<file path="config.mk">
export PLATFORM = sky130hd
export DESIGN_NAME = bcd_score_acc
export DESIGN_NICKNAME = d
export VERILOG_FILES = /design/src/rtl/bcd_score_acc.sv
export SDC_FILE = /design/constraint.sdc
export NUM_CORES = 1
export LEC_CHECK = 0
export ABC_AREA = 1
export BUFFER_PORTS_ARGS = -buffer_cell sky130_fd_sc_hd__buf_2
export CAP_MARGIN = 20
export CORE_ASPECT_RATIO = 1.4
export CORE_MARGIN = 2
export CORE_UTILIZATION = 30
export CTS_CLUSTER_DIAMETER = 40
export DETAILED_ROUTE_END_ITERATION = 8
export GPL_ROUTABILITY_DRIVEN = 1
export SKIP_LAST_GASP = 1
export SLEW_MARGIN = 15
export SYNTH_ARGS = -nofsm -noshare
export SYNTH_HDL_FRONTEND = slang
export SYNTH_SLANG_ARGS = --single-unit
</file>
<file path="constraint.sdc">
create_clock -name clk -period 6.91 [get_ports clk]
set_input_delay 1.382 -clock clk [delete_from_list [all_inputs] [get_ports clk]]
set_output_delay 1.382 -clock clk [all_outputs]
set_load 0.01 [all_outputs]
</file>
<file path="src/rtl/bcd_score_acc.sv">
// ---------------------------------------------------------------------------
// bcd_score_acc
//   BCD score accumulator. Each judged hit (grade + signed deviation) is turned
//   into a 3-digit BCD point value. The value is then added to the running
//   score one BCD digit per clock, least significant digit first. The block
//   also keeps the hit combo, the max combo and a sticky saturation flag.
//
// Handshake: cal is a single-cycle request. It is sampled only while the FSM
//   is IDLE (busy=0); a cal seen in any other state is dropped, not queued.
//   clr has priority over cal. Every accepted hit ends with exactly one
//   one-cycle done pulse, unless clr or rst aborts it first. score, last_pts,
//   combo, max_combo and sat are all valid from the cycle in which done is high.
//
// Ports
//   clk        in   rising-edge clock
//   rst        in   asynchronous reset, active-low
//   clr        in   synchronous clear of score/combo/flags, active-high
//   cal        in   request to score one hit
//   result     in   [1:0] grade 0=AC 1=perfect 2=good 3=miss; [2] ignored
//   dev        in   signed deviation, sampled together with cal
//   busy       out  accumulation in progress
//   done       out  one-cycle pulse, new score valid
//   score      out  running BCD score (DIGITS digits)
//   last_pts   out  BCD points of the last completed hit
//   combo      out  current BCD combo
//   max_combo  out  highest combo since reset/clr
//   sat        out  sticky, score saturated at all-9s
//   dbg_state  out  FSM state (0=IDLE 1=LOAD 2=ADD)
// ---------------------------------------------------------------------------
module bcd_score_acc #(
  parameter int DIGITS   = 8,
  parameter int CDIGITS  = 3,
  parameter int DEV_W    = 16,
  parameter int AC_PTS   = 100,
  parameter int PERF_PTS = 99,
  parameter int GOOD_PTS = 89,
  parameter int PEN_MAX  = 63
) (
  input  logic                   clk,
  input  logic                   rst,
  input  logic                   clr,
  input  logic                   cal,
  input  logic [2:0]             result,
  input  logic [DEV_W-1:0]       dev,
  output logic                   busy,
  output logic                   done,
  output logic [4*DIGITS-1:0]    score,
  output logic [11:0]            last_pts,
  output logic [4*CDIGITS-1:0]   combo,
  output logic [4*CDIGITS-1:0]   max_combo,
  output logic                   sat,
  output logic [1:0]             dbg_state
);

  localparam int SW = 4 * DIGITS;
  localparam int CW = 4 * CDIGITS;
  localparam int IW = $clog2(DIGITS + 1);

  localparam logic [SW-1:0]    S_ALL9  = {DIGITS{4'h9}};
  localparam logic [CW-1:0]    C_ALL9  = {CDIGITS{4'h9}};
  localparam logic [DEV_W-1:0] PEN_LIM = DEV_W'(PEN_MAX);
  localparam logic [IW-1:0]    IDX_COMMIT = IW'(DIGITS);

  typedef enum logic [1:0] {
    S_IDLE = 2'd0,
    S_LOAD = 2'd1,
    S_ADD  = 2'd2
  } state_t;

  state_t           r_state;
  logic [1:0]       r_grade;
  logic [DEV_W-1:0] r_dev;
  logic [11:0]      r_pts;
  logic [IW-1:0]    r_idx;
  logic             r_carry;
  logic [SW-1:0]    r_shadow;
  logic [SW-1:0]    r_score;
  logic [11:0]      r_last_pts;
  logic [CW-1:0]    r_combo;
  logic [CW-1:0]    r_max;
  logic             r_sat;
  logic             r_done;

  // 10-bit binary (<=999) to 3-digit BCD, shift-and-add-3.
  function automatic logic [11:0] bin2bcd(input logic [9:0] b);
    logic [11:0] v;
    v = '0;
    for (int i = 9; i >= 0; i--) begin
      for (int j = 0; j < 3; j++) begin
        if (v[4*j +: 4] >= 4'd5) v[4*j +: 4] = v[4*j +: 4] + 4'd3;
      end
      v = {v[10:0], b[i]};
    end
    return v;
  endfunction

  // BCD increment that sticks at all-9s.
  function automatic logic [CW-1:0] bcd_inc_sat(input logic [CW-1:0] v);
    logic [CW-1:0] r;
    logic          c;
    r = v;
    c = 1'b1;
    if (v != C_ALL9) begin
      for (int j = 0; j < CDIGITS; j++) begin
        if (c) begin
          if (r[4*j +: 4] == 4'd9) begin
            r[4*j +: 4] = 4'd0;
          end else begin
            r[4*j +: 4] = r[4*j +: 4] + 4'd1;
            c = 1'b0;
          end
        end
      end
    end
    return r;
  endfunction

  // ---- point computation (used in LOAD) ----
  // The two's-complement negate of the most negative value yields
  // 2^(DEV_W-1), which is exact when read as unsigned DEV_W bits.
  logic [DEV_W-1:0] w_mag;
  logic [9:0]       w_pen;
  logic [9:0]       w_base;
  logic [9:0]       w_bin;
  logic [11:0]      w_pts_bcd;

  always_comb begin
    w_mag  = r_dev[DEV_W-1] ? (~r_dev + 1'b1) : r_dev;
    w_pen  = (w_mag > PEN_LIM) ? 10'(PEN_MAX) : 10'(w_mag);
    w_base = (r_grade == 2'd1) ? 10'(PERF_PTS) : 10'(GOOD_PTS);
    w_bin  = '0;
    case (r_grade)
      2'd0:    w_bin = 10'(AC_PTS);
      2'd3:    w_bin = '0;
      default: w_bin = (w_base > w_pen) ? (w_base - w_pen) : 10'd0;
    endcase
    w_pts_bcd = bin2bcd(w_bin);
  end

  // ---- digit adder (used in ADD) ----
  // ADD runs with r_idx = 0..DIGITS-1 for the digits, then one more cycle
  // with r_idx = DIGITS to commit the shadow result.
  logic          w_commit;
  logic [IW-1:0] w_di;
  logic [SW-1:0] w_pts_ext;
  logic [3:0]    w_sdig;
  logic [3:0]    w_pdig;
  logic [4:0]    w_sum;
  logic [3:0]    w_dig;
  logic          w_cout;
  logic [CW-1:0] w_combo_new;

  always_comb begin
    w_commit  = (r_idx == IDX_COMMIT);
    w_di      = w_commit ? '0 : r_idx;
    w_pts_ext = SW'(r_pts);
    w_sdig    = r_score[w_di*4 +: 4];
    w_pdig    = w_pts_ext[w_di*4 +: 4];
    w_sum     = {1'b0, w_sdig} + {1'b0, w_pdig} + {4'b0, r_carry};
    w_cout    = (w_sum > 5'd9);
    w_dig     = w_cout ? 4'(w_sum - 5'd10) : w_sum[3:0];
    w_combo_new = (r_grade == 2'd3) ? '0 : bcd_inc_sat(r_combo);
  end

  // ---- FSM and all state ----
  always_ff @(posedge clk or negedge rst) begin
    if (!rst) begin
      r_state    <= S_IDLE;
      r_grade    <= '0;
      r_dev      <= '0;
      r_pts      <= '0;
      r_idx      <= '0;
      r_carry    <= 1'b0;
      r_shadow   <= '0;
      r_score    <= '0;
      r_last_pts <= '0;
      r_combo    <= '0;
      r_max      <= '0;
      r_sat      <= 1'b0;
      r_done     <= 1'b0;
    end else if (clr) begin
      // Aborts any in-flight add without a done pulse.
      r_state    <= S_IDLE;
      r_idx      <= '0;
      r_carry    <= 1'b0;
      r_score    <= '0;
      r_last_pts <= '0;
      r_combo    <= '0;
      r_max      <= '0;
      r_sat      <= 1'b0;
      r_done     <= 1'b0;
    end else begin
      r_done <= 1'b0;
      case (r_state)
        S_IDLE: begin
          if (cal) begin
            r_grade <= result[1:0];
            r_dev   <= dev;
            r_state <= S_LOAD;
          end
        end
        S_LOAD: begin
          r_pts    <= w_pts_bcd;
          r_idx    <= '0;
          r_carry  <= 1'b0;
          r_shadow <= r_score;
          r_state  <= S_ADD;
        end
        S_ADD: begin
          if (w_commit) begin
            // r_carry now holds the carry out of the most significant digit.
            if (r_carry || r_sat) begin
              r_score <= S_ALL9;
              r_sat   <= 1'b1;
            end else begin
              r_score <= r_shadow;
            end
            r_last_pts <= r_pts;
            r_combo    <= w_combo_new;
            if (w_combo_new > r_max) r_max <= w_combo_new;
            r_done  <= 1'b1;
            r_idx   <= '0;
            r_state <= S_IDLE;
          end else begin
            r_shadow[w_di*4 +: 4] <= w_dig;
            r_carry <= w_cout;
            r_idx   <= r_idx + 1'b1;
          end
        end
        default: r_state <= S_IDLE;
      endcase
    end
  end

  assign busy      = (r_state != S_IDLE);
  assign done      = r_done;
  assign score     = r_score;
  assign last_pts  = r_last_pts;
  assign combo     = r_combo;
  assign max_combo = r_max;
  assign sat       = r_sat;
  assign dbg_state = r_state;

endmodule

</file>
==> results of run 1 <==
[cell usage in the layout (no fill, tap or decap), types with 35 or more instances in the layout]
| cell type | n |
|---|---|
| inv_1 | 166 |
| nor2_1 | 87 |
| o22ai_1 | 35 |
| nand3_1 | 44 |
| buf_2 | 93 |
| nand2_1 | 233 |
| dfrtp_1 | 139 |
| o21ai_0 | 107 |
| ha_1 | 42 |
| a21oi_1 | 55 |
[worst max-delay path by stage]
stage	startpoint	end
CTS	r_idx[0]	r_shadow[10]
global route	r_dev[15]	r_pts[2]
global placement	r_idx[0]	r_shadow[10]
finish	r_idx[0]	r_shadow[10]
floorplan	r_idx[0]	r_shadow[7]
detailed placement	r_idx[0]	r_shadow[10]
[routing by layer]
layer | global-route usage | vias up
met5 | 0 | -
met4 | 0.0802 | 0
met3 | 0.0395 | 49
met2 | 0.305 | 129
met1 | 0.190 | 3517
li1 | - | 3724
[where the power goes]
part           total (uW)  internal (uW)  switching, uW
registers             942            889           53.0
clock network         988            622            366
logic                1020            345            672
[per-stage QoR]
stage	util	cell area (um^2)	hold WS [ns]	std cells
floorplan	-	8210	0.448	1072
global placement	0.338	9090	0.463	1510
detailed placement	0.338	9090	0.465	1510
finish	0.361	9720	0.480	1541
CTS	0.361	9720	0.483	1541
global route	0.361	9720	0.502	1541
[worst max-delay path: cells and delay by family (launching register included)]
kind,cells,cell delay (ns)
compound gates,7,1.21
fa+ha+maj,3,0.76
buf+inv,7,0.84
flops,1,0.56
simple gates,13,2.46
[cells by family after synthesis]
| group | synth area share |
|---|---|
| buffers and inverters | 0.0918 |
| adder cells (fa/ha/maj) | 0.0689 |
| multiplexers | 0.00137 |
| XOR/XNOR | 0.0149 |
| flip-flops | 0.424 |
| AND/OR/NAND/NOR | 0.226 |
| AO/OA/AOI/OAI | 0.173 |
[state kept, by name, indices dropped and copies added (netlist names)]
signal,cells
dbg_state,2
r_carry,1
r_grade,2
last_pts,12
r_idx,4
r_shadow,32
score,32
combo,12
done,1
r_pts,12
sat,1
r_dev,16
max_combo,12
[cell type report]
type,instances,area share
clock buffers,21,0.0474
repair buffers,103,0.0560
flip-flops and latches,139,0.358
inverters,169,0.0653
clock inverters,10,0.0169
well taps,365,0.0470
multi-input cells,734,0.410
==> out/results.tsv, run 1 <==
stage	metric	value	unit
timing	finalHoldViolations	0	
power	total_power	2950	uW
layout	drive_gt1_frac	0.141	
detailed_routing	vias	7419	
worst_hold_path	hold_path_end	r_shadow[3]	
worst_setup_path	timing.rr.start	r_idx[0]	
clock_tree	root_buffer	clkbuf_16	
clock_tree	cts.repair.resized	0	
power	vdd_drop_max	0.000147	V
timing	tightest_slew	0.921	ns
worst_setup_path	cpMostUsedCell	nand2_1	
grt	grt_pass1_wl	38.1	mm
worst_setup_path	critPathKind	register to register	
clock_tree	cts_setup_buffers	0	
flow_run	cap_violations	0	
synthesis	ys_types	41	
placed_design	dp_slack	1.14	ns
clock_tree	clk_latency	0.44	ns
layout	multi_input_area	3980	um^2
worst_hold_path	whs_path_depth	2	
floorplanning	dieWidth	144	um
floorplanning	design.core.area	26900	um^2
synthesis	avgSynthCellArea	7.66	um^2
outcome	outcome	complete, no violations	
worst_setup_path	ff2ff_path_depth	30	
worst_setup_path	path_max_fanout	23	
synthesis	synth_fp_nets	1139	
layout	antenna_cells	0	
timing	relSlewSlack	0.386	
placed_design	port_buffers	94	
synthesis	syn-cell-area	8210	um^2
clock_tree	clk_pin_slew	0.06	ns
power	power_density	303	nW/um^2
timing	skew	0.0100	ns
clock_tree	clock_path_buffers	2	
timing	finalCritPeriodShare	0.851	
synthesis	yosysTopAreaCellShare	0.424	
clock_tree	numCtsBuffers	17	
detailed_routing	wire_per_inst	15.1	um
clock_tree	tritoncts	done	
synthesis	ys_ff_latch	139	
synthesis	async_flop_share	1.00	
timing	drv_slew	0	
clock_tree	cts_sinks	139	
synthesis	ys_seq_area_frac	0.424	
floorplanning	rows	71	
worst_hold_path	hp-class	register to register	
layout	area_delta_synth_final	18.4	%
floorplanning	start_util	0.305	
worst_setup_path	crit_arrival	6.25	ns
timing	rsz0062_at_grt	false	
worst_setup_path	r2r_setup_slack	1.03	ns
placed_design	dp_hpwl	17.0	mm
worst_setup_path	critPathLaunchType	register	
layout	seq_area	3480	um^2
timing	period_needed	5.88	ns
worst_setup_path	critPathMaxStageDelay	0.56	ns
floorplanning	ioPinCount	96	
detailed_routing	wl_met3	913	um
grt	gr-total-overflow	0	
grt	antenna_found_initial	0	
synthesis	ys_top_cells_by_count	nand2_1, inv_1, dfrtp_1	
detailed_routing	vias_per_cell	4.81	
timing	max_freq	170	MHz
worst_setup_path	worstSetupEndpointType	register	
synthesis	yosys.area.top_type	dfrtp_1	
worst_setup_path	slowest_stage	dfrtp_1	
floorplanning	die_area	28700	um^2
detailed_routing	drc_errors	0	
detailed_routing	drtIter0Drc	375	
timing	tns	0	ns
timing	setup_ws	1.03	ns
power	p_leak	0.00489	uW
detailed_routing	wl_met2	12.0	mm
synthesis	syn_inst	1072	
detailed_routing	wirelength	23.3	mm
synthesis	synth_most_common_cell	nand2_1	
synthesis	synth_ff_type	dfrtp_1	
layout	nFillCells	2834	
timing	setup_viol	0	
grt	grt_max_degree	72	
clock_tree	htree_levels	4	
clock_tree	postCtsHoldBufs	0	
placed_design	gp_congestion	0.897	
detailed_routing	first_pass_iters	5	
layout	final_nets	1231	
synthesis	yosysWarnings	0	
worst_hold_path	hp-start	r_shadow[3]	
detailed_routing	ant_nets	0	
worst_setup_path	r2r_end	r_shadow[10]	
detailed_routing	highest_layer	met4	
grt	grt_pass1_vias	7560	
worst_setup_path	required	7.28	ns
floorplanning	die_h	200	um
synthesis	synth-edff-count	0	
detailed_routing	drt-met1-wl	9.60	mm
grt	grt_usage	0.170	
synthesis	synth_area_leaders	dfrtp_1, nand2_1, inv_1, o21ai_0, ha_1	
No activity file was read; power rests on OpenSTA's default activity.
==> run 2, diff against run 1 <==
--- a/config.mk
+++ b/config.mk
@@ -8,12 +8,15 @@
 export ABC_AREA = 1
 export BUFFER_PORTS_ARGS = -buffer_cell sky130_fd_sc_hd__buf_2
 export CAP_MARGIN = 20
+export CELL_PAD_IN_SITES_DETAIL_PLACEMENT = 1
+export CELL_PAD_IN_SITES_GLOBAL_PLACEMENT = 2
 export CORE_ASPECT_RATIO = 1.4
 export CORE_MARGIN = 2
 export CORE_UTILIZATION = 30
 export CTS_CLUSTER_DIAMETER = 40
 export DETAILED_ROUTE_END_ITERATION = 8
 export GPL_ROUTABILITY_DRIVEN = 1
+export PLACE_DENSITY_LB_ADDON = 0.1
 export SKIP_LAST_GASP = 1
 export SLEW_MARGIN = 15
 export SYNTH_ARGS = -nofsm -noshare
==> run 2 against run 1 <==
Net effect:
- clock power down 10%
- combinational power is essentially flat
- global-route usage up 2.3 points
- largest cell class unchanged
- highest routed layer unchanged
==> out/results.tsv, run 2 (synthesis results as in run 1) <==
stage	metric	value	unit	change
floorplanning	rows	71		unchanged
outcome	outcome	complete, no violations		
floorplanning	dieWidth	144	um	unchanged
clock_tree	clk_latency	0.42	ns	-0.02 ns
grt	gr-total-overflow	0		unchanged
clock_tree	htree_levels	4		unchanged
layout	antenna_cells	0		unchanged
worst_setup_path	path_max_fanout	14		-39%
clock_tree	clk_pin_slew	0.06	ns	about the same
timing	drv_slew	0		unchanged
grt	grt_max_degree	76		+5.6%
worst_setup_path	slowest_stage	nor2_1		
layout	final_nets	1234		+0.24%
timing	finalHoldViolations	0		unchanged
detailed_routing	drtIter0Drc	312		-17%
detailed_routing	vias	7447		+0.38%
grt	grt_pass1_wl	42.7	mm	+12%
worst_setup_path	worstSetupEndpointType	register		
worst_setup_path	crit_buf_inv	8		+1
clock_tree	postCtsHoldBufs	0		unchanged
worst_hold_path	hp-class	register to register		
floorplanning	die_area	28700	um^2	unchanged
worst_setup_path	critPathLaunchType	register		
worst_setup_path	cp_top_family	simple AND/OR/NAND/NOR gates		
worst_setup_path	crit_arrival	6.16	ns	-0.09 ns
placed_design	gp_congestion	0.806		-10%
placed_design	port_buffers	94		unchanged
detailed_routing	wirelength	26.7	mm	+14%
clock_tree	cts.repair.resized	0		unchanged
floorplanning	ioPinCount	96		unchanged
timing	finalCritPeriodShare	0.840		-0.0111
power	power_density	294	nW/um^2	-2.9%
timing	fin_hold_ws	0.479	ns	-0.000999 ns
detailed_routing	ant_nets	0		unchanged
clock_tree	clock_path_buffers	2		unchanged
timing	setup_viol	0		unchanged
grt	antenna_found_initial	0		unchanged
worst_setup_path	critPathMaxStageDelay	0.45	ns	-0.11 ns
power	p_leak	0.00488	uW	-0.15%
layout	area_delta_synth_final	18.0	%	
timing	relSlewSlack	0.439		+0.0526
worst_setup_path	cpMostUsedCell	nand2_1		
clock_tree	cts_setup_buffers	0		unchanged
layout	layout_commonest_cell	nand2_1		
clock_tree	cts_sinks	139		unchanged
timing	tightest_slew	0.842	ns	-0.0789 ns
worst_setup_path	critPathKind	register to register		
power	vdd_drop_max	0.000205	V	+39%
detailed_routing	vias_per_cell	4.82		+0.18%
clock_tree	numCtsBuffers	17		unchanged
detailed_routing	drc_errors	0		unchanged
floorplanning	design.core.area	26900	um^2	unchanged
floorplanning	die_h	200	um	unchanged
timing	period_needed	5.80	ns	-0.0764 ns
timing	skew	0.00709	ns	-0.00295 ns
grt	grt_usage	0.194		+0.0232
timing	max_freq	172	MHz	+1.3%
clock_tree	tritoncts	done		
timing	tns	0	ns	unchanged
worst_setup_path	required	7.26	ns	-0.02 ns
layout	drive_gt1_frac	0.144		+0.00303
placed_design	dp_hpwl	19.8	mm	+17%
detailed_routing	wire_per_inst	17.3	um	+14%
grt	grt_pass1_vias	7796		+3.1%
layout	final_cell_mix	nand2_1, inv_1, dfrtp_1		
timing	rsz0062_at_grt	false		
detailed_routing	first_pass_iters	4		-1
flow_run	cap_violations	0		unchanged
clock_tree	root_buffer	clkbuf_16		
floorplanning	start_util	0.305		unchanged
## run 2: cell types whose count changed in the layout (fill, tap and decap cells not counted), sizes merged
cell / previous run / this run
clkinvlp: 1 / 0
inv: 171 / 169
bufinv: 4 / 1
buf: 103 / 106
clkinv: 3 / 9
## run 2: power by group
group	leakage (uW)	internal, uW	switching, uW	total [uW]
combinational	0.00274	346	678	1020
clock	0.000283	522	365	886
sequential	0.00186	889	50.6	939
total	0.00488	1760	1090	2850
## run 2: layout make-up
cell class                      instances  area [um^2]
Clock buffer                           21          470
Clock inverter                         10         93.8
Timing Repair Buffer                  106          567
Inverter                              169          634
Sequential cell                       139         3480
Tap cell                              365          457
Fill cell                            3324        17200
Multi-Input combinational cell        734         3980
## run 2: worst reg2reg max path: cells and delay by family, from the launching register on
family | cells | cell delay (ns)
AND/OR/NAND/NOR | 13 | 2.48
AO/OA/AOI/OAI | 7 | 1.15
buffers and inverters | 8 | 0.96
adder cells (fa/ha/maj) | 3 | 0.76
flip-flops | 1 | 0.36
## run 2: through the flow
stage | utilization | power, uW | setup slack, ns | std cells | cell area [um^2]
after global placement | 0.339 | 1980 | 1.12 | 1513 | 9120
after floorplan | - | 1750 | 1.79 | 1072 | 8210
final | 0.360 | 2850 | 1.11 | 1544 | 9680
after detailed placement | 0.339 | 2000 | 1.09 | 1513 | 9120
after global routing | 0.360 | 3100 | 0.328 | 1544 | 9680
after CTS | 0.360 | 2910 | 1.04 | 1544 | 9680
## run 2: worst paths after layout
kind,startpoint,endpoint,slack [ns],cells after the start
worst max-delay path,r_idx[0],r_shadow[10],1.11,31
worst min-delay path,last_pts[1],last_pts[1],0.48,2
worst max register to register,r_idx[0],r_shadow[10],1.11,31
worst min register to register,last_pts[1],last_pts[1],0.48,2
max in group asynchronous,rst,last_pts[11],4.53,2
min in group asynchronous,rst,combo[4],1.00,1
## run 2: metal layers
layer  up-vias  part of all wire  GRT usage  wire length (um)
li1       3722                 -          -                 -
met1      3632              0.44      0.239             11800
met2        76              0.52      0.351             13900
met3        17             0.023     0.0292               603
met4         0             0.012     0.0490               325
met5         -                 0          0                 0
==> run 3, diff against run 2 <==
--- a/config.mk
+++ b/config.mk
@@ -5,7 +5,7 @@
 export SDC_FILE = /design/constraint.sdc
 export NUM_CORES = 1
 export LEC_CHECK = 0
-export ABC_AREA = 1
+export ABC_AREA = 0
 export BUFFER_PORTS_ARGS = -buffer_cell sky130_fd_sc_hd__buf_2
 export CAP_MARGIN = 20
 export CELL_PAD_IN_SITES_DETAIL_PLACEMENT = 1
==> constraint.sdc (replaced) <==
create_clock -name clk -period 5.65 [get_ports clk]
set_input_delay 1.13 -clock clk [delete_from_list [all_inputs] [get_ports clk]]
set_output_delay 1.13 -clock clk [all_outputs]
set_load 0.01 [all_outputs]
==> run 3 against run 2 <==
Net effect:
- the flow now finishes with violations (negative setup slack)
- maximum frequency is 1.7% higher
- worst setup slack worse by 1.2 ns
- combinational power is 89% higher
- cell area is 10% higher
- first-iteration DRC count is 20% lower
- synthesized area is 1.8% higher
- power is 48% higher
- routed wire length is 2.8% higher
- clock-buffer cell count stayed put
- cell count is 3.3% lower
- critical path type unchanged
- critical endpoint is now r_pts[2]
==> out/results.tsv, run 3 <==
stage	metric	value	unit	change
timing	rsz0062_at_grt	true		
clock_tree	tritoncts	done		
clock_tree	postCtsHoldBufs	0		unchanged
worst_setup_path	critPathLaunchType	register		
clock_tree	root_buffer	clkbuf_16		
layout	final_nets	1177		-4.6%
floorplanning	design.core.area	27500	um^2	+2.1%
synthesis	ys_types	69		+68%
layout	final_core_util	0.389		+0.0290
synthesis	synth_most_common_cell	dfrtp_1		
detailed_routing	drtIter0Drc	251		-20%
timing	setup_ws	-0.0570	ns	-1.16 ns
floorplanning	ioPinCount	96		unchanged
synthesis	ys_top_cells_by_count	dfrtp_1, nor2_1, nand2_1		
timing	skew	0.00983	ns	+0.00274 ns
floorplanning	die_area	29200	um^2	+1.8%
power	cellInternalPower	2720	uW	+55%
timing	setup_viol	3		+3
layout	layout_commonest_cell	dfrtp_1		
detailed_routing	vias	7668		+3.0%
outcome	violations	negative setup slack		
timing	relSlewSlack	0.439		+0.000847
synthesis	synth_area_leaders	dfrtp_1, ha_1, nor2_1, a21oi_1, nand2_1		
worst_setup_path	path_max_fanout	7		-7
synthesis	avgSynthCellArea	8.79	um^2	+15%
worst_setup_path	crit_arrival	6.02	ns	-0.14 ns
floorplanning	dieWidth	145	um	+0.88%
detailed_routing	ant_nets	0		unchanged
power	power_density	396	nW/um^2	+34%
timing	tightest_slew	0.829	ns	-0.0130 ns
layout	drive_gt1_frac	0.262		+0.118
synthesis	syn_inst	951		-11%
power	p_sw	1500	uW	+38%
synthesis	yosysWarnings	0		unchanged
placed_design	port_buffers	94		unchanged
grt	grt_pass1_wl	44.2	mm	+3.6%
detailed_routing	drc_errors	0		unchanged
power	p_leak	0.00486	uW	-0.42%
power	vdd_drop_max	0.000592	V	+190%
detailed_routing	wirelength	27.4	mm	+2.8%
detailed_routing	first_pass_iters	4		unchanged
floorplanning	die_h	201	um	+0.89%
synthesis	yosysTopAreaCellShare	0.416		-0.00762
grt	antenna_found_initial	0		unchanged
synthesis	syn-cell-area	8360	um^2	+1.8%
power	pwr-share-seq	0.278		-0.052
clock_tree	cts_sinks	139		unchanged
worst_setup_path	critPathMaxStageDelay	0.57	ns	+0.12 ns
power	p_clk_frac	0.265		-0.046
layout	stdcell_count	1493		-3.3%
placed_design	dp_cells	1450		-4.2%
power	switching_share	0.356		-0.0276
synthesis	async_flop_share	1.00		unchanged
detailed_routing	wire_per_inst	18.3	um	+6.3%
grt	grt_usage	0.190		-0.00353
placed_design	dp_hpwl	19.6	mm	-0.95%
worst_setup_path	critPathKind	register to register		
floorplanning	start_util	0.304		-0.000742
clock_tree	htree_levels	4		unchanged
worst_setup_path	slowest_stage	or4_4		
timing	drv_slew	0		unchanged
grt	gr-total-overflow	0		unchanged
clock_tree	clk_latency	0.43	ns	about the same
grt	grt_max_degree	58		-24%
synthesis	ys_ff_latch	139		unchanged
worst_hold_path	hp-class	register to register		
layout	antenna_cells	0		unchanged
synthesis	ys_seq_area_frac	0.416		-0.00762
synthesis	synth-edff-count	0		unchanged
synthesis	yosys.area.top_type	dfrtp_1		
worst_setup_path	worstSetupEndpointType	register		
worst_setup_path	cpMostUsedCell	a21o_1		
clock_tree	numCtsBuffers	17		unchanged
flow_run	cap_violations	0		unchanged
synthesis	synth_fp_nets	1018		-11%
synthesis	synth_ff_type	dfrtp_1		
timing	period_needed	5.71	ns	-0.0975 ns
timing	max_freq	175	MHz	+1.7%
placed_design	gp_congestion	0.794		-1.5%
floorplanning	rows	72		+1.4%
outcome	outcome	finished, violations left		
clock_tree	clk_pin_slew	0.06	ns	about the same
clock_tree	clock_path_buffers	2		unchanged
layout	area_delta_synth_final	27.8	%	
worst_setup_path	required	5.97	ns	-1.29 ns
layout	final_cell_mix	dfrtp_1, nor2_1, nand2_1		
grt	grt_pass1_vias	8088		+3.7%
timing	finalHoldViolations	0		unchanged
detailed_routing	vias_per_cell	5.14		+6.5%
power	combPwrFrac	0.457		+0.098
timing	finalCritPeriodShare	1.01		+0.170
-- run 3: layout make-up --
cell class / instances / area [um^2]
timing repair buffer: 186 / 1200
multi-input combinational: 718 / 4780
sequential: 139 / 3480
clock inverter: 11 / 118
inverter: 48 / 183
fill: 3223 / 16800
tap: 370 / 463
clock buffer: 21 / 460
-- run 3: path summary, 6_finish.rpt --
check / startpoint / end / slack [ns] / depth (start not counted)
worst max-delay path: r_dev[8] / r_pts[2] / -0.06 / 28
worst min-delay path: r_shadow[18] / r_shadow[18] / 0.49 / 2
worst max register to register: r_dev[8] / r_pts[2] / -0.06 / 28
worst min register to register: r_shadow[18] / r_shadow[18] / 0.49 / 2
max in group asynchronous: rst / r_shadow[17] / 3.99 / 2
min in group asynchronous: rst / max_combo[6] / 0.58 / 1
-- run 3: power groups by stage --
stage	Sequential (uW)	Clock, uW	Combinational (uW)
6_report	1170	1120	1930
5_1_grt	1190	1190	2120
4_1_cts	1180	1160	1750
3_5_place_dp	1190	0	1650
3_3_place_gp	1190	0	1640
2_1_floorplan	1180	0	1030
-- run 3: logic make-up (layout without fill, tap and decap cells) --
kind of cell,Yosys count,count (layout),synth area share
AO/OA/AOI/OAI,244,244,0.195
XOR/XNOR,18,18,0.0189
adder cells (fa/ha/maj),44,44,0.0677
buffers and inverters,94,266,0.0427
flip-flops,139,139,0.416
multiplexers,38,38,0.0542
AND/OR/NAND/NOR,374,374,0.205
-- run 3: per-layer routing --
layer	global-route usage	wire, um
met1	0.233	11800
met2	0.348	14700
met3	0.0272	554
met4	0.0511	334
met5	0	0
-- run 3: repair_timing --
item,4_1_cts,5_1_grt
gates cloned,0,1
endpoints found under the hold margin,0,0
pin swaps,13,23
resized for setup,16,29
buffers inserted,5,7
setup endpoints to repair,4,15
-- run 3: worst max-delay path: cells and delay by family, from the launching register on --
family / cells / cell delay [ns]
compound gates: 12 / 2.13
simple gates: 5 / 1.58
buf+inv: 6 / 0.65
fa+ha+maj: 3 / 0.56
flops: 1 / 0.38
xor+xnor: 2 / 0.29
-- run 3: stage by stage --
step	power [uW]	cell area, um^2	hold slack [ns]	setup slack [ns]	setup TNS [ns]
2_1_floorplan	2200	8410	0.451	-0.328	-0.942
3_3_place_gp	2830	9800	0.462	-0.148	-0.502
3_5_place_dp	2840	9800	0.481	-0.198	-0.699
4_1_cts	4080	10500	0.494	-0.104	-0.232
5_1_grt	4510	10700	0.513	-0.310	-1.20
6_report	4220	10700	0.489	-0.0570	-0.0700
